## src/rtl/multi_drv_resolver_pkg.sv

```systemverilog
// Shared constants and helpers for the multi-driver resolver.
// Mode encodings and packed bus sizing.
package multi_drv_resolver_pkg;

    localparam int MODE_WIRE = 0;
    localparam int MODE_WAND = 1;
    localparam int MODE_WOR  = 2;

    function automatic int bus_w(input int nch, input int w);
        return nch * w;
    endfunction

endpackage

```

## src/rtl/multi_drv_resolver_bit.sv

```systemverilog
// Single-bit resolution of NCH tri-state drivers.
// Purely combinational; MODE selects wire, wand or wor semantics.
module drv_bit_resolve
    import multi_drv_resolver_pkg::*;
#(
    parameter int NCH  = 4,
    parameter int MODE = MODE_WIRE
) (
    input  logic [NCH-1:0] en,
    input  logic [NCH-1:0] d,
    output logic           r,
    output logic           z,
    output logic           x
);

    logic any_en;
    logic all_one;
    logic any_one;

    assign any_en  = |en;
    assign all_one = &(d | ~en);
    assign any_one = |(d & en);

    always_comb begin
        r = 1'b0;
        z = ~any_en;
        x = 1'b0;
        if (any_en) begin
            if (MODE == MODE_WOR) begin
                r = any_one;
            end else if (MODE == MODE_WAND) begin
                r = all_one;
            end else begin
                // Enabled drivers agree only if all are 1 or none is 1
                r = all_one;
                x = any_one & ~all_one;
            end
        end
    end

endmodule

```

## src/rtl/multi_drv_resolver.sv

```systemverilog
// Resolves NCH packed drivers into one W-bit value with z/x masks,
// a one-stage valid/ready output register and conflict statistics.
module multi_drv_resolver
    import multi_drv_resolver_pkg::*;
#(
    parameter int NCH  = 4,
    parameter int W    = 8,
    parameter int MODE = MODE_WIRE,
    parameter int CNTW = 16
) (
    input  logic                     clk,
    input  logic                     rst,
    input  logic                     in_valid,
    output logic                     in_ready,
    input  logic [NCH-1:0]           drv_en,
    input  logic [bus_w(NCH,W)-1:0]  drv_data,
    output logic                     out_valid,
    input  logic                     out_ready,
    output logic [W-1:0]             res_data,
    output logic [W-1:0]             zmask,
    output logic [W-1:0]             xmask,
    output logic [CNTW-1:0]          conflict_cnt,
    output logic                     conflict_sticky,
    input  logic                     clr
);

    logic [W-1:0] res_n;
    logic [W-1:0] z_n;
    logic [W-1:0] x_n;
    logic         accept;
    logic         hit;

    for (genvar b = 0; b < W; b++) begin : g_bit
        logic [NCH-1:0] col;
        for (genvar c = 0; c < NCH; c++) begin : g_ch
            assign col[c] = drv_data[c*W+b];
        end
        drv_bit_resolve #(
            .NCH  (NCH),
            .MODE (MODE)
        ) u_bit (
            .en (drv_en),
            .d  (col),
            .r  (res_n[b]),
            .z  (z_n[b]),
            .x  (x_n[b])
        );
    end

    assign in_ready = ~out_valid | out_ready;
    assign accept   = in_valid & in_ready;
    assign hit      = accept & (|x_n) & (MODE == MODE_WIRE);

    always_ff @(posedge clk) begin
        if (rst) begin
            out_valid <= 1'b0;
            res_data  <= '0;
            zmask     <= '0;
            xmask     <= '0;
        end else if (accept) begin
            out_valid <= 1'b1;
            res_data  <= res_n;
            zmask     <= z_n;
            xmask     <= x_n;
        end else if (out_ready) begin
            out_valid <= 1'b0;
        end
    end

    // Clear takes priority over a coincident conflict
    always_ff @(posedge clk) begin
        if (rst || clr) begin
            conflict_cnt    <= '0;
            conflict_sticky <= 1'b0;
        end else if (hit) begin
            conflict_sticky <= 1'b1;
            if (conflict_cnt != {CNTW{1'b1}}) begin
                conflict_cnt <= conflict_cnt + 1'b1;
            end
        end
    end

endmodule

```

## config.mk

```make
export PLATFORM = sky130hd
export DESIGN_NAME = multi_drv_resolver
export DESIGN_NICKNAME = d
export VERILOG_FILES = /design/src/rtl/multi_drv_resolver_pkg.sv /design/src/rtl/multi_drv_resolver_bit.sv /design/src/rtl/multi_drv_resolver.sv
export SDC_FILE = /design/constraint.sdc
export NUM_CORES = 1
export LEC_CHECK = 0
export ABC_AREA = 1
export BUFFER_PORTS_ARGS = -buffer_cell sky130_fd_sc_hd__buf_4
export CAP_MARGIN = 20
export CORE_MARGIN = 3
export CORE_UTILIZATION = 51
export DETAILED_ROUTE_END_ITERATION = 10
export GPL_ROUTABILITY_DRIVEN = 0
export PLACE_DENSITY = 0.87
export SYNTH_ARGS = -nofsm -noshare
export SYNTH_HDL_FRONTEND = slang
export SYNTH_SLANG_ARGS = --single-unit
```

## constraint.sdc

```tcl
create_clock -name clk -period 1.6 [get_ports clk]
set_input_delay 0.16 -clock clk [delete_from_list [all_inputs] [get_ports clk]]
set_output_delay 0.16 -clock clk [all_outputs]
set_load 0.03 [all_outputs]
```

Word-level counts from Yosys, hierarchy flattened --
Index checks and enable logic that the tools add are counted.
Word-level totals: register bits 35, logic and storage cells 85, output and inout bits 43, input port bits 41
Cells by class: add/subtract/negate cells 1, multiplexer cells 18, equal/unequal tests 1, reductions and logical operators 21, bitwise operators 38
Operators with widths (number):
- 4-bit OR reduction | 9
- 4-bit AND | 8
- 4-bit OR | 8
- 4-bit AND reduction | 8
- 1-bit two-way mux | 18
- 16-bit by 1-bit adder with 16-bit output, second input constant | 1
- 16-bit != test, second input constant | 1
- 1-bit AND | 10
- 1-bit NOT | 10
- 8-bit OR reduction | 1
- 4-bit NOT | 1
- 2-bit AND reduction | 1
- 2-bit nonzero test | 1
- 1-bit logical OR | 1
- 1-bit OR | 1

Logic depth before layout (Yosys ltp) --
Gate-level depths: netlist (run 1).
depth in word-level cells 9, mapped depth 14, mapped depth without buffers 13

By module --
From an unflattened synthesis (run 1), not the netlist that was laid out.
Unflattened totals: cell total of the unflattened synthesis 480, area total of the unflattened synthesis 2763.9 um^2
By module, submodules not included:
- multi_drv_resolver | seq. area each 840.8 um^2, instances 1, area each 1923.1 um^2, cells each 272
- drv_bit_resolve | seq. area each 0.0 um^2, instances 8, area each 105.1 um^2, cells each 26

Least setup slack after synthesis (run 1) --
Ideal clock, no wire load.
kind reg2reg, start point register conflict_cnt[1], end point register conflict_cnt[4], path buffers 0, clock period less this slack 1.771 ns, setup slack -0.171 ns, data arrival time 1.659 ns, stages on the path, launching flop included 13, path through dfxtp_1 ha_1 nand2_1 inv_1 nand2_1 nor2_1 nand3_2 nand3_1 inv_1 nand3_1 nand2_1 nand2_1 nor2_1
Between the ends: word-level cells in the longest chain between the ends 2, elaborated cells between the ends (all ways) 3
Ends and longest elaborated chain:
- start: declaration | RTL line multi_drv_resolver.sv:22 | output logic [CNTW-1:0] conflict_cnt,
- start signal: assignment | RTL line multi_drv_resolver.sv:78 | conflict_cnt <= conflict_cnt + 1'b1;
- parallel branches: the longest is 2 deep, another holds 16-bit by 1-bit adder with 16-bit output
Parallel ways; which one is timed is not known. A chain may end at the register's enable or synchronous reset.

Worst setup path in the final report (run 1) --
start point register conflict_cnt[0], end point register conflict_cnt[4]
Same word-level chain as after synthesis.

==> results.json, run 1 <==
{
  "max_slew_margin": 0.728,
  "dr.pass1.iters": 4,
  "drv_slew": 0,
  "wl_met2_um": 3050,
  "dr_total_vias": 2720,
  "ys_ff_latch": 35,
  "die_y_um": 75.1,
  "power_mw": 2.17,
  "syn_area_per_cell_um2": 5.82,
  "setup_viol": 0,
  "dp_hpwl_um": 4840,
  "cp_slowest_stage_delay_ns": 0.37,
  "grt.overflow.total": 0,
  "highest_layer": "met4",
  "crit_path_cell_trace": "ha_4, nand2_2, inv_2, nand2_4, nor2_4, nand3_4, nand3_1, inv_1, nand3_1, nand2_1, nand2_1, nor2_1",
  "critPathLaunchType": "flop",
  "final_nets": 543,
  "worst-path-max-fanout": 7,
  "drtAntennaViolNets": 0,
  "critical_path_class": "reg -> reg",
  "setup_ws_ns": 0.0562,
  "grt_pass1_wl_um": 10100,
  "cts.clk_slew.worst_paths_ns": 0.08,
  "die_area_um2": 5630,
  "seq_area_frac_synth": 0.288,
  "arrival_ns": 1.74,
  "fin_crit_sh": 0.965,
  "syn_to_final_growth_pct": 33.2,
  "antenna_found_initial": 0,
  "cts_tree": "built",
  "fp-row-count": 24,
  "wl_met1_um": 2650,
  "clock-root-buffer": "clkbuf_8",
  "min_path_type": "in -> reg",
  "cts_sinks": 35,
  "cp_slowest_cell": "dfxtp_4",
  "drv_cap": 0,
  "cp-startpoint": "conflict_cnt[0]",
  "die_w_um": 75.1,
  "syn_area_um2": 2430,
  "synth_warnings": 0,
  "worstPathRequired_ns": 1.79,
  "wl_met3_um": 498,
  "crit_family": "simple AND/OR/NAND/NOR gates",
  "worstReg2RegStart": "conflict_cnt[0]",
  "layout-drive-gt1-share": 0.275,
  "cts.path.max_buffers": 2,
  "avgRoutedWirePerCell_um": 11.3,
  "worstMarginPinSlew_ns": 0.408,
  "htree_levels": 2,
  "grt_max_degree": 22,
  "drc": 0,
  "dpl_worst_slack_ns": -0.0357,
  "cts_made_buffers": 5,
  "yosysUniqueCellTypes": 25,
  "powerDensity_nw_per_um2": 670,
  "grt_pass1_vias": 2344,
  "hold_start": "rst",
  "fin_skew_ns": 0.00692,
  "num_antenna_cells": 0,
  "drt_iter0_markers": 170,
  "path_buf_inv": 2,
  "io_pins": 84,
  "syn_inst": 418,
  "fmax_ghz": 0.648,
  "initial_core_util": 0.544,
  "core_area_um2": 4470,
  "hold_viol": 0,
  "ir_worst_vdd_mv": 0.354,
  "port_buffers": 83,
  "p_leak_nw": 1.79,
  "run_status": "completed",
  "clock_latency_ns": 0.30,
  "wirelength_um": 6280,
  "endpoint_kind": "flop",
  "ctsHoldBuffers": 0,
  "whs_ns": 0.127,
  "synth_nets": 460,
  "vias_per_cell": 4.91,
  "period_needed_ns": 1.54,
  "grt_usage": 0.230
}
-- cell families (layout without fill, tap and decap cells) --
family / count (synthesis) / in the layout / synth area share
and+or+nand+nor: 246 / 246 / 0.431
buffers and inverters: 105 / 189 / 0.208
DFF: 35 / 35 / 0.288
AOI/OAI and AO/OA: 30 / 30 / 0.0643
adders and majority gates: 1 / 1 / 0.00514
xor gates and xnor gates: 1 / 1 / 0.00360
-- metal layers --
| metal | track usage | vias up |
|---|---|---|
| met1 | 0.298 | 1189 |
| met2 | 0.378 | 92 |
| li1 | - | 1430 |
| met5 | 0 | - |
| met3 | 0.0467 | 9 |
| met4 | 0.0810 | 0 |
-- Yosys cell counts --
master / count / area share
clkinv_1: 1 / 0.0015
inv_1: 81 / 0.12
xor2_1: 1 / 0.0036
buf_6: 9 / 0.042
nor2_1: 39 / 0.060
nand4_2: 1 / 0.0051
buf_2: 3 / 0.0062
a21oi_1: 18 / 0.037
clkbuf_1: 2 / 0.0031
o211ai_1: 1 / 0.0031
o21ai_0: 9 / 0.019
nand3_2: 2 / 0.0082
o21a_1: 1 / 0.0031
dfxtp_1: 35 / 0.29
a31oi_1: 1 / 0.0026
buf_4: 8 / 0.025
ha_1: 1 / 0.0051
nor3_1: 2 / 0.0041
nand3_1: 20 / 0.041
nand2_2: 4 / 0.010
nor4_1: 2 / 0.0051
nor2_2: 3 / 0.0077
nand4_1: 21 / 0.054
buf_8: 1 / 0.0062
nand2_1: 152 / 0.23
-- state kept, by name, indices dropped and copies added (netlist names) --
register / cells
conflict_sticky: 1
res_data: 8
xmask: 8
conflict_cnt: 16
zmask: 1
out_valid: 1
-- repair_timing --
| item | 4_1_cts | 5_1_grt |
|---|---|---|
| setup endpoints to repair | 9 | 16 |
| pin swaps | 0 | 3 |
| buffers inserted | 0 | 3 |
| resized for setup | 3 | 22 |
-- worst paths after layout --
kind | to | slack (ns) | depth (start not counted)
worst min-delay path | res_data[2] | 0.13 | 2
worst max-delay path | conflict_cnt[4] | 0.06 | 12
worst max register to register | conflict_cnt[4] | 0.06 | 12
worst min register to register | conflict_sticky | 0.46 | 2
-- worst reg2reg max path, cell delays in order, from the launching register on --
cell	delay (ns)
dfxtp_4	0.37
ha_4	0.14
nand2_2	0.06
inv_2	0.09
nand2_4	0.08
nor2_4	0.16
nand3_4	0.14
nand3_1	0.11
inv_1	0.04
nand3_1	0.10
nand2_1	0.07
nand2_1	0.06
nor2_1	0.03
-- power breakdown --
part	internal (mW)	switching [mW]	leakage [nW]
registers	0.907	0.0295	0.290
logic	0.222	0.342	1.46
clock network	0.311	0.358	0.0408
total	1.44	0.730	1.79
-- cell usage in the layout (no fill, tap or decap), drive strengths merged --
cell type and instances:
ha 1, o21ai 9, nand4 22, dfxtp 35, clkbuf 5, nand2 156
xor2 1, nor2 42, a21oi 18, clkinv 1, buf 99, a31oi 1
nor4 2, nor3 2, o211ai 1, clkinvlp 2, o21a 1, nand3 22
inv 82
-- layout make-up --
type / count / area, µm²
Multi-Input combinational cell: 278 / 1300
Fill cell: 355 / 1230
Timing Repair Buffer: 99 / 756
Sequential cell: 35 / 718
Inverter: 82 / 308
Clock buffer: 5 / 68.8
Tap cell: 52 / 65.1
Clock inverter: 3 / 23.8
-- through the flow --
step / instances / util / TNS, ns / area (µm²)
2_1_floorplan: 418 / - / 0 / 2440
3_3_place_gp: 543 / 0.680 / 0 / 3040
3_5_place_dp: 543 / 0.680 / -0.0839 / 3040
4_1_cts: 551 / 0.704 / -0.00206 / 3150
5_1_grt: 554 / 0.724 / -0.151 / 3240
6_report: 554 / 0.724 / 0 / 3240
(Power assumes the default switching activity.)
==> run 2, diff against run 1 <==
==> constraint.sdc (replaced) <==
create_clock -name clk -period 1.6 [get_ports clk]
set_input_delay 0.08 -clock clk [delete_from_list [all_inputs] [get_ports clk]]
set_output_delay 0.08 -clock clk [all_outputs]
set_load 0.03 [all_outputs]
==> run 2 against run 1 <==
Global-route usage fell by 0.10 points. Wire length rose by 8.6%. Die area unchanged. Flip-flop and latch count unchanged. Critical path depth is 2 lower. Clock skew is 0.0028 ns lower. Fmax shrank 1.2%.
==> results.json, run 2 (same netlist as run 1, synthesis figures left out) <==
{
  "whs_ns": 0.0348,
  "ctsHoldBuffers": 0,
  "fin_crit_sh": 0.977,
  "gr-max-usage-layer": "met2",
  "antenna_found_initial": 0,
  "worstMarginPinSlew_ns": 0.427,
  "dp_hpwl_um": 4860,
  "endpoint_kind": "flop",
  "cts.path.max_buffers": 2,
  "clock-root-buffer": "clkbuf_8",
  "initial_core_util": 0.544,
  "grt_max_degree": 23,
  "core_area_um2": 4470,
  "arrival_ns": 1.79,
  "grt_pass1_vias": 2404,
  "port_buffers": 83,
  "drt_iter0_markers": 205,
  "power_mw": 2.37,
  "largest_reg_flops": 16,
  "cp-endpoint": "conflict_cnt[14]",
  "grt_pass1_wl_um": 10100,
  "final_nets": 543,
  "avgRoutedWirePerCell_um": 12.3,
  "worstReg2RegStart": "conflict_cnt[8]",
  "dr_total_vias": 2878,
  "grt.overflow.total": 0,
  "setup_viol": 0,
  "dp.cells": 543,
  "power_frac_clock": 0.362,
  "die_w_um": 75.1,
  "drc": 0,
  "combPwrFrac": 0.242,
  "die_area_um2": 5630,
  "hold_viol": 0,
  "layout-drive-gt1-share": 0.297,
  "fmax_ghz": 0.640,
  "use_met1": 0.287,
  "top_regs": "conflict_cnt x16, res_data x8, xmask x8",
  "pwr-share-seq": 0.397,
  "internal_power_mw": 1.65,
  "p_sw_frac": 0.305,
  "cts_tree": "built",
  "hold_start": "rst",
  "htree_levels": 2,
  "run_status": "completed",
  "powerDensity_nw_per_um2": 717,
  "stdcell_count": 554,
  "groute.layer.met3.usage": 0.0467,
  "fp-row-count": 24,
  "syn_to_final_growth_pct": 35.9,
  "max_slew_margin": 0.715,
  "worst-path-max-fanout": 4,
  "clock_latency_ns": 0.29,
  "num_antenna_cells": 0,
  "drtAntennaViolNets": 0,
  "vias_per_cell": 5.19,
  "p_leak_nw": 1.84,
  "critical_path_class": "reg -> reg",
  "rr_worst_depth": 10,
  "final_util": 0.739,
  "cp-startpoint": "conflict_cnt[8]",
  "fin_skew_ns": 0.00414,
  "cts_sinks": 35,
  "dr.pass1.iters": 5,
  "regMostFlops": "conflict_cnt",
  "critPathLaunchType": "flop",
  "ir_worst_vdd_mv": 0.573,
  "drv_cap": 0,
  "io_pins": 84,
  "wirelength_um": 6820,
  "final_common_cell": "nand2_1",
  "die_y_um": 75.1,
  "final_cell_mix": "nand2_1, buf_4, inv_1",
  "use_met2": 0.388,
  "min_path_type": "in -> reg",
  "rrSetupSlack_ns": 0.04,
  "r2r_end": "conflict_cnt[14]",
  "worstPathRequired_ns": 1.83,
  "drv_slew": 0,
  "cts_made_buffers": 5,
  "period_needed_ns": 1.56,
  "grt_usage": 0.229,
  "cts.clk_slew.worst_paths_ns": 0.08,
  "p_sw_uw": 723
}
==> run 2: through the flow <==
stage	setup TNS (ns)	worst slack [ns]	area (µm²)
finish	0	0.0375	3300
floorplan	0	0.00666	2440
global route	-0.686	-0.116	3300
CTS	0	0.00434	3180
global placement	0	0.0411	3030
detailed placement	-0.227	-0.0346	3030
==> run 2: power groups by stage <==
stage | Combinational, mW | Clock (mW) | Sequential (mW)
detailed placement | 0.564 | 0 | 0.959
global route | 0.632 | 0.892 | 0.945
floorplan | 0.297 | 0 | 1.03
finish | 0.572 | 0.856 | 0.940
global placement | 0.554 | 0 | 0.958
CTS | 0.568 | 0.858 | 0.940
==> run 2: area by class of cell <==
| class | count | area [µm²] |
|---|---|---|
| Multi-Input combinational cell | 278 | 1350 |
| Timing Repair Buffer | 99 | 743 |
| Sequential cell | 35 | 719 |
| Clock inverter | 2 | 38.8 |
| Clock buffer | 6 | 82.6 |
| Tap cell | 52 | 65.1 |
| Inverter | 82 | 310 |
| Fill cell | 332 | 1170 |
==> run 2: worst min path at each step <==
stage	cells after the start	slack (ns)	end
final	2	0.03	res_data[3]
after global routing	2	0.04	res_data[1]
after CTS	2	0.04	res_data[3]
after detailed placement	2	0.35	res_data[3]
after global placement	2	0.35	res_data[3]
after floorplan	3	0.26	conflict_cnt[1]
==> run 2: layer usage <==
layer	up-vias	share of wire
li1	1427	-
met1	1285	0.41
met2	141	0.48
met3	25	0.093
met4	0	0.022
met5	-	0
==> run 2: critical path, cell delays in order (launching register included) <==
cell and delay [ns]:
dfxtp_1 0.38, nand2_1 0.09, nor2_2 0.15, inv_1 0.11, nor2_4 0.17, o211ai_1 0.13, nor2_1 0.14, nand3_1 0.09
nand2_1 0.09, inv_1 0.04, nor2_1 0.11
==> run 2: timing repair <==
item                       4_1_cts  5_1_grt
pin swaps                        2        8
setup endpoints to repair       11       21
buffers inserted                 0        3
gates resized for setup          6       33
